File: config.mk
export PLATFORM = sky130hd
export DESIGN_NAME = mem_arbiter
export DESIGN_NICKNAME = d
export VERILOG_FILES = /design/src/rtl/mem_arbiter.sv
export SDC_FILE = /design/constraint.sdc
export NUM_CORES = 1
export LEC_CHECK = 0
export ABC_AREA = 0
export CORE_AREA = 2 2 149 107
export CTS_CLUSTER_SIZE = 24
export DETAILED_ROUTE_END_ITERATION = 10
export DIE_AREA = 0 0 151 109
export GPL_TIMING_DRIVEN = 0
export HOLD_SLACK_MARGIN = 0.1
export MAX_ROUTING_LAYER = met4
export PLACE_DENSITY = 0.82
export SKIP_CTS_REPAIR_TIMING = 1
export SLEW_MARGIN = 20
export SYNTH_ARGS = -nofsm -noshare
export SYNTH_HDL_FRONTEND = slang
export SYNTH_SLANG_ARGS = --single-unit
File: constraint.sdc
create_clock -name CLK -period 11.5 [get_ports CLK]
set_input_delay 1.15 -clock CLK [delete_from_list [all_inputs] [get_ports CLK]]
set_output_delay 1.15 -clock CLK [all_outputs]
set_load 0.02 [all_outputs]
File: src/rtl/mem_arbiter.sv
// Arbitrates a single-port RAM between instruction fetch and data load/store.
// Data requests win over instruction requests; each access can time out.
module mem_arbiter #(
    parameter int TIMEOUT_CYC = 16
) (
    input  logic        CLK,
    input  logic        RST,
    input  logic        iREN,
    input  logic [31:0] iaddr,
    input  logic        dREN,
    input  logic        dWEN,
    input  logic [31:0] daddr,
    input  logic [31:0] dstore,
    output logic        ihit,
    output logic [31:0] iload,
    output logic        dhit,
    output logic [31:0] dload,
    output logic        ramREN,
    output logic        ramWEN,
    output logic [31:0] ramaddr,
    output logic [31:0] ramstore,
    input  logic [31:0] ramload,
    input  logic        ram_ack,
    output logic        err
);

    // state | meaning
    // IDLE  | no access in flight, sampling requests
    // DATA  | data load/store driving the RAM
    // INSTR | instruction fetch driving the RAM
    // RESP  | one-cycle hit pulse to the requester
    localparam logic [1:0] IDLE  = 2'd0;
    localparam logic [1:0] DATA  = 2'd1;
    localparam logic [1:0] INSTR = 2'd2;
    localparam logic [1:0] RESP  = 2'd3;

    localparam int          CNT_W    = (TIMEOUT_CYC > 2) ? $clog2(TIMEOUT_CYC) : 1;
    localparam logic [CNT_W-1:0] CNT_LAST = CNT_W'(TIMEOUT_CYC - 1);
    localparam logic [31:0] BAD_WORD = 32'hBAD1_BAD1;

    logic [1:0]       state;
    logic [CNT_W-1:0] cnt;
    logic [31:0]      lat_addr;
    logic [31:0]      lat_data;
    logic             lat_wr;
    logic             resp_data;
    logic [31:0]      iload_q;
    logic [31:0]      dload_q;
    logic             err_q;

    logic in_access;
    logic req_live;

    assign in_access = (state == DATA) || (state == INSTR);
    assign req_live  = (state == DATA) ? (dREN | dWEN) : iREN;

    always_ff @(posedge CLK or posedge RST) begin
        if (RST) begin
            state     <= IDLE;
            cnt       <= '0;
            lat_addr  <= '0;
            lat_data  <= '0;
            lat_wr    <= 1'b0;
            resp_data <= 1'b0;
            iload_q   <= '0;
            dload_q   <= '0;
            err_q     <= 1'b0;
        end else begin
            case (state)
                IDLE: begin
                    if (dREN || dWEN) begin
                        state     <= DATA;
                        lat_addr  <= daddr;
                        lat_data  <= dstore;
                        lat_wr    <= dWEN;
                        resp_data <= 1'b1;
                        cnt       <= '0;
                    end else if (iREN) begin
                        state     <= INSTR;
                        lat_addr  <= iaddr;
                        lat_data  <= '0;
                        lat_wr    <= 1'b0;
                        resp_data <= 1'b0;
                        cnt       <= '0;
                    end
                end
                DATA, INSTR: begin
                    // ack beats both a dropped request and counter expiry
                    if (ram_ack) begin
                        state <= RESP;
                        if (!lat_wr) begin
                            if (state == DATA) dload_q <= ramload;
                            else               iload_q <= ramload;
                        end
                    end else if (!req_live) begin
                        state <= IDLE;
                    end else if (cnt == CNT_LAST) begin
                        state <= RESP;
                        err_q <= 1'b1;
                        if (!lat_wr) begin
                            if (state == DATA) dload_q <= BAD_WORD;
                            else               iload_q <= BAD_WORD;
                        end
                    end else begin
                        cnt <= cnt + 1'b1;
                    end
                end
                default: state <= IDLE;
            endcase
        end
    end

    assign ramREN   = in_access && !lat_wr;
    assign ramWEN   = in_access && lat_wr;
    assign ramaddr  = in_access ? lat_addr : '0;
    assign ramstore = in_access ? lat_data : '0;

    assign ihit  = (state == RESP) && !resp_data;
    assign dhit  = (state == RESP) && resp_data;
    assign iload = iload_q;
    assign dload = dload_q;
    assign err   = err_q;

endmodule

* After elaboration in Yosys (flattened, before gate mapping)
Cells that the tools add are included.
** Storage, ports and cells
- Register bits :: 137
- Input bits :: 134
- Output and inout bits :: 133
- Logic and storage cells :: 79
** Operators by class
- Add/subtract/negate cells :: 1
- Equal/unequal tests :: 9
- Muxes and demuxes :: 36
- Bitwise operators :: 4
- Reductions and logical operators :: 20
** Operators by type and width (number)
- $mux W32 :: 20
- $mux W4 :: 5
- $reduce_and A5 Y1 :: 3
- $mux W2 :: 5
- $pmux W4 S2 :: 1
- $reduce_bool A2 Y1 :: 4
- $ne A2 B2 Y1 const B :: 3
- $add A4 B1 Y4 const B :: 1
- $eq A2 B2 Y1 const B :: 2
- $eq A4 B4 Y1 const B :: 1
- $logic_and A1 B1 Y1 :: 4
- $mux W1 :: 4
- $ne A4 B4 Y1 const B :: 1
- $pmux W2 S2 :: 1
- $reduce_and A2 Y1 :: 2
- $reduce_and A4 Y1 :: 1
- $ne A3 B3 Y1 const B :: 1
- $not A1 Y1 :: 3
- $eq A2 B1 Y1 const B :: 1
- $logic_not A1 Y1 :: 2
- $logic_not A2 Y1 :: 1
- $logic_or A1 B1 Y1 :: 2
- $reduce_or A2 Y1 :: 1
- $or A1 B1 Y1 :: 1

* Longest topological paths before layout
- Word-level depth :: 6
- Mapped depth :: 8
- Mapped depth without buffers :: 6

* Worst setup path before layout
OpenSTA, ideal clock, no wires.
- Kind :: register to output
- Start :: register state[0]
- End :: output port ramaddr[15]
- Arrival time :: 1.464 ns
- Required time :: 10.350 ns
- Path slack :: 8.886 ns
- Cell stages (with the launch flop) :: 6
- Buffers on the path :: 2
- Path through :: dfrtp_1 -> inv_1 -> ha_1 -> clkbuf_1 -> clkbuf_1 -> and2_1
** Between the ends
- Cells in the longest elaborated chain, start to end :: 3
- Elaborated cells on any way between the ends :: 4
- Classes of those cells :: 2 x eq/ne; 1 x mux; 1 x reduce/logical
** RTL lines
- from (decl) :: RTL line 41 : logic [1:0] state;
- from (signal assigned) :: RTL line 59 : state <= IDLE;
- from (signal assigned) :: RTL line 72 : state <= DATA;
- from (signal assigned) :: RTL line 79 : state <= INSTR;
- $eq A2 B1 Y1 or $eq A2 B2 Y1 (tied branches) :: RTL line 54 : assign in_access = (state == DATA) || (state == INSTR);
- $logic_or A1 B1 Y1 * :: RTL line 54
- $mux W32 * :: RTL line 115 : assign ramaddr = in_access ? lat_addr : '0;
- to (decl) :: RTL line 20 : output logic [31:0] ramaddr,
Mark *: on every way between the ends. The rest lies on a longest branch, timed or not.

* Worst setup path in the final report
- Start :: register state[0]
- End :: output port ramaddr[25]
Same word-level chain as after synthesis.

==> summary by stage <==
Die
The initial utilization of the core area, before any placement, comes to 0.400. The area of the die is 16500 um^2. The chip width is 151 um. The die is 109 um tall. The standard-cell row count is 38. The standard cell core area is 15100 um^2. 267 I/O pins were placed.

Worst setup path
Counting both buffers and inverters, the worst setup path holds a total of 4. At the worst endpoint, the arrival time is 2970 ps. The destination of the worst register-to-register timing path is iload[16]$_DFFE_PP0P_. The family of cells with the greatest summed delay on the critical path is buffers and inverters. The worst reg2reg path startpoint is state[0]$_DFFE_PP0P_. STA classifies the critical path endpoint as an output port.

The critical path goes through inv_1 -> ha_1 -> clkbuf_1 -> clkbuf_1 -> and2_1 -> clkdlybuf4s50_1. In this run the worst path has a maximum fanout of 10. On the worst path, the slowest cell contributes a delay of 620 ps. The slowest stage of the critical path belongs to the cell clkdlybuf4s50_1. The type of origin of the critical path is a flop. The setup slack on the worst flop-to-flop path is 9270 ps. The required time at the worst-slack endpoint is 10350 ps. The most prevalent standard cell on the critical path is clkbuf_1. The type of the worst setup path is reg -> out.

The worst reg2reg path depth is 8.

Hold path
The endpoint of the worst hold path is err$_DFFE_PP0P_. The start point of the worst hold path is err$_DFFE_PP0P_. The number of cells traversed by the worst hold path is 1. The path class of the tightest hold or removal check is reg -> reg.

Logic synthesis
The number of synthesized flops with an enable pin is 0. The portion of the post-synthesis area used by sequential elements is 0.566. Among all flip-flop cells after synthesis, the most frequent one is dfrtp_1. The number of synthesized register bits is 137. The synthesized instance count is 584.

The number of unique standard cell types used by synthesis is 36. Dividing the synthesized area by the synthesized cell count gives 10.4 um^2. Counting flops with an async set or reset pin after synthesis yields a share of 1.00. The post-synthesis net count is 722.

The cell area that synthesis handed to floorplanning was 6050 um^2. The Yosys step of the flow raised 0 warnings.

STA
The fmax is 243 MHz. Setup repair after global routing left no endpoint under its margin. The hold violation total from the final report is 0. The normalized max-slew margin is 0.471.

Summed over all failing endpoints, the final setup total negative slack is 0 ps. After layout, the minimum clock period comes to 4120 ps. The count of endpoints failing setup in the final report is 0. The max-slew violation count is 0. The transition at the pin with the smallest max-transition slack is 790 ps. The setup clock skew after layout is 9.51 ps. The worst hold margin is 468 ps. Dividing the final minimum period by the clock period gives 0.358.

Global routing
The via count of the first global-routing pass came to 5528. The global-route usage over all layers is 0.239. The first global-routing pass estimated 29.0 mm of wire. Entering global routing, the biggest net connects 76 pins. After global routing the overflow that remains totals 0. The number of antenna violations at the first check in global routing is 2.

Drt
The post-detailed-route DRC marker count is 0. The vias per cell is 4.97. The first-pass iteration count of the detailed router is 4. The routed wire length per instance is 17.4 um. The number of antenna-violating nets in the routed design is 0. The total detailed-routing wirelength is 18.8 mm. Summing over every cut layer, the via total after detailed routing is 5384.

The violation count after the first detailed-routing iteration is 216.

CTS
The cell sitting at the root of the clock tree is a clkbuf_16. The clock tree synthesis step divided the H-tree into 4 levels. The clock tree from TritonCTS is yes.

For the worst-skew pair, the clock arrives at the later sink with an insertion delay of 400 ps. TritonCTS created 17 clock buffers. The clock passes through at most 2 buffers. The number of clock sinks seen by CTS is 137. Clock-pin slew was measured on the worst setup and hold paths at 70 ps.

Run status
The flow ran to the end, and the final reports show no timing, DRC or antenna violations.

Final layout
The signed area change from the synthesized netlist to the final layout is 58.1%. In the layout the commonest cells are clkdlybuf4s50_1 (265), dfrtp_1 (137), nand2_1 (116). The share of layout cells above drive strength 1 is 0.0669. The final net count is 1007. The library cell used most frequently in the layout, excluding fill and tap cells, is clkdlybuf4s50_1.

Placement
The congestion estimate from routability-driven global placement came to 0.881. Port buffering added 265 buffers. The HPWL reported at the end of detailed placement is 14.1 mm.

Power
For this design the static power due to leakage is 4.17 nW. The total power density per cell area is 300 nW/um^2. Across the VDD grid, the largest voltage drop is 0.183 mV.

Flow run
Max-cap violations in this run came to 0.
-- cell families after synthesis --
logic type	share of synthesized area
AND/OR/NAND/NOR	0.183
AO/OA/AOI/OAI	0.145
flip-flops	0.566
buffers and inverters	0.0413
multiplexers	0.0548
adder cells (fa/ha/maj)	0.00827
XOR/XNOR	0.00145
-- where the power goes --
group / total (mW) / internal [mW] / leakage [nW] / switching, mW
clock: 0.531 / 0.312 / 0.269 / 0.219
combinational: 1.51 / 0.700 / 2.18 / 0.814
sequential: 0.823 / 0.702 / 1.72 / 0.121
-- registers in the layout, summed over array words and instances (netlist names) --
signal,flops
lat_wr,1
dload,32
resp_data,1
cnt,4
state,2
lat_addr,32
lat_data,32
iload,32
err,1
-- worst register-to-register path, delay by kind of cell (launching register included) --
family	cells	cell delay, ps
buf+inv	4	600
simple gates	2	630
compound gates	1	60
fa+ha+maj	1	420
flops	1	410
-- through the flow --
step / power [mW] / instance area, um^2 / setup WS, ps / instances / utilization
floorplan: 1.63 / 6050 / 6680 / 584 / -
global placement: 2.32 / 8960 / 4720 / 1049 / 0.592
detailed placement: 2.36 / 8990 / 7770 / 1050 / 0.595
CTS: 2.89 / 9570 / 7310 / 1082 / 0.633
global route: 3.05 / 9570 / 7180 / 1084 / 0.633
finish: 2.87 / 9570 / 7380 / 1084 / 0.633
-- layer usage --
| layer | routed length [um] | vias up | share of wire | global-route usage |
|---|---|---|---|---|
| met2 | 9090 | 216 | 0.48 | 0.399 |
| li1 | - | 2557 | - | - |
| met5 | 0 | - | 0 | - |
| met1 | 8020 | 2598 | 0.43 | 0.293 |
| met4 | 131 | 0 | 0.0070 | 0.0461 |
| met3 | 1590 | 13 | 0.084 | 0.0682 |
-- cells in the mapped netlist (2+ instances only) --
| master | count | area (um^2) |
|---|---|---|
| dfrtp_1 | 137 | 3430 |
| nand2_1 | 116 | 435 |
| and2_1 | 66 | 413 |
| o21ai_0 | 50 | 250 |
| o21ai_1 | 48 | 240 |
| a22o_1 | 36 | 315 |
| mux2i_1 | 32 | 320 |
| nor2b_1 | 22 | 138 |
| clkbuf_1 | 21 | 78.8 |
| buf_2 | 10 | 50.1 |
| buf_6 | 8 | 90.1 |
| inv_1 | 5 | 18.8 |
| ha_1 | 4 | 50.1 |
| a21o_1 | 3 | 22.5 |
| nor2_1 | 3 | 11.3 |
| nand3_1 | 2 | 10.0 |
| nor3_1 | 2 | 10.0 |
-- final cells by class --
cell class              count  area [um^2]
plain buffers              41          231
repair buffers            266         2680
clock buffers              20          457
inverters                   5         26.3
clock inverters            12          118
multi-input cells         401         2370
diodes                      2         5.00
fillers                  1254         5550
well taps                 200          250
flip-flops and latches    137         3430
-- worst max-delay path by stage --
stage,from,slack (ps),endpoint,cells past startpoint
detailed placement,state[0]$_DFFE_PP0P_,7770,ramaddr[25],6
global placement,RST,4720,lat_data[23]$_DFFE_PP0P_,2
floorplan,RST,6680,cnt[0]$_DFFE_PP0P_,1
global route,state[0]$_DFFE_PP0P_,7180,ramaddr[25],6
finish,state[0]$_DFFE_PP0P_,7380,ramaddr[25],6
CTS,state[0]$_DFFE_PP0P_,7310,ramaddr[25],6
Note: power is estimated with default switching activity, not from simulation.
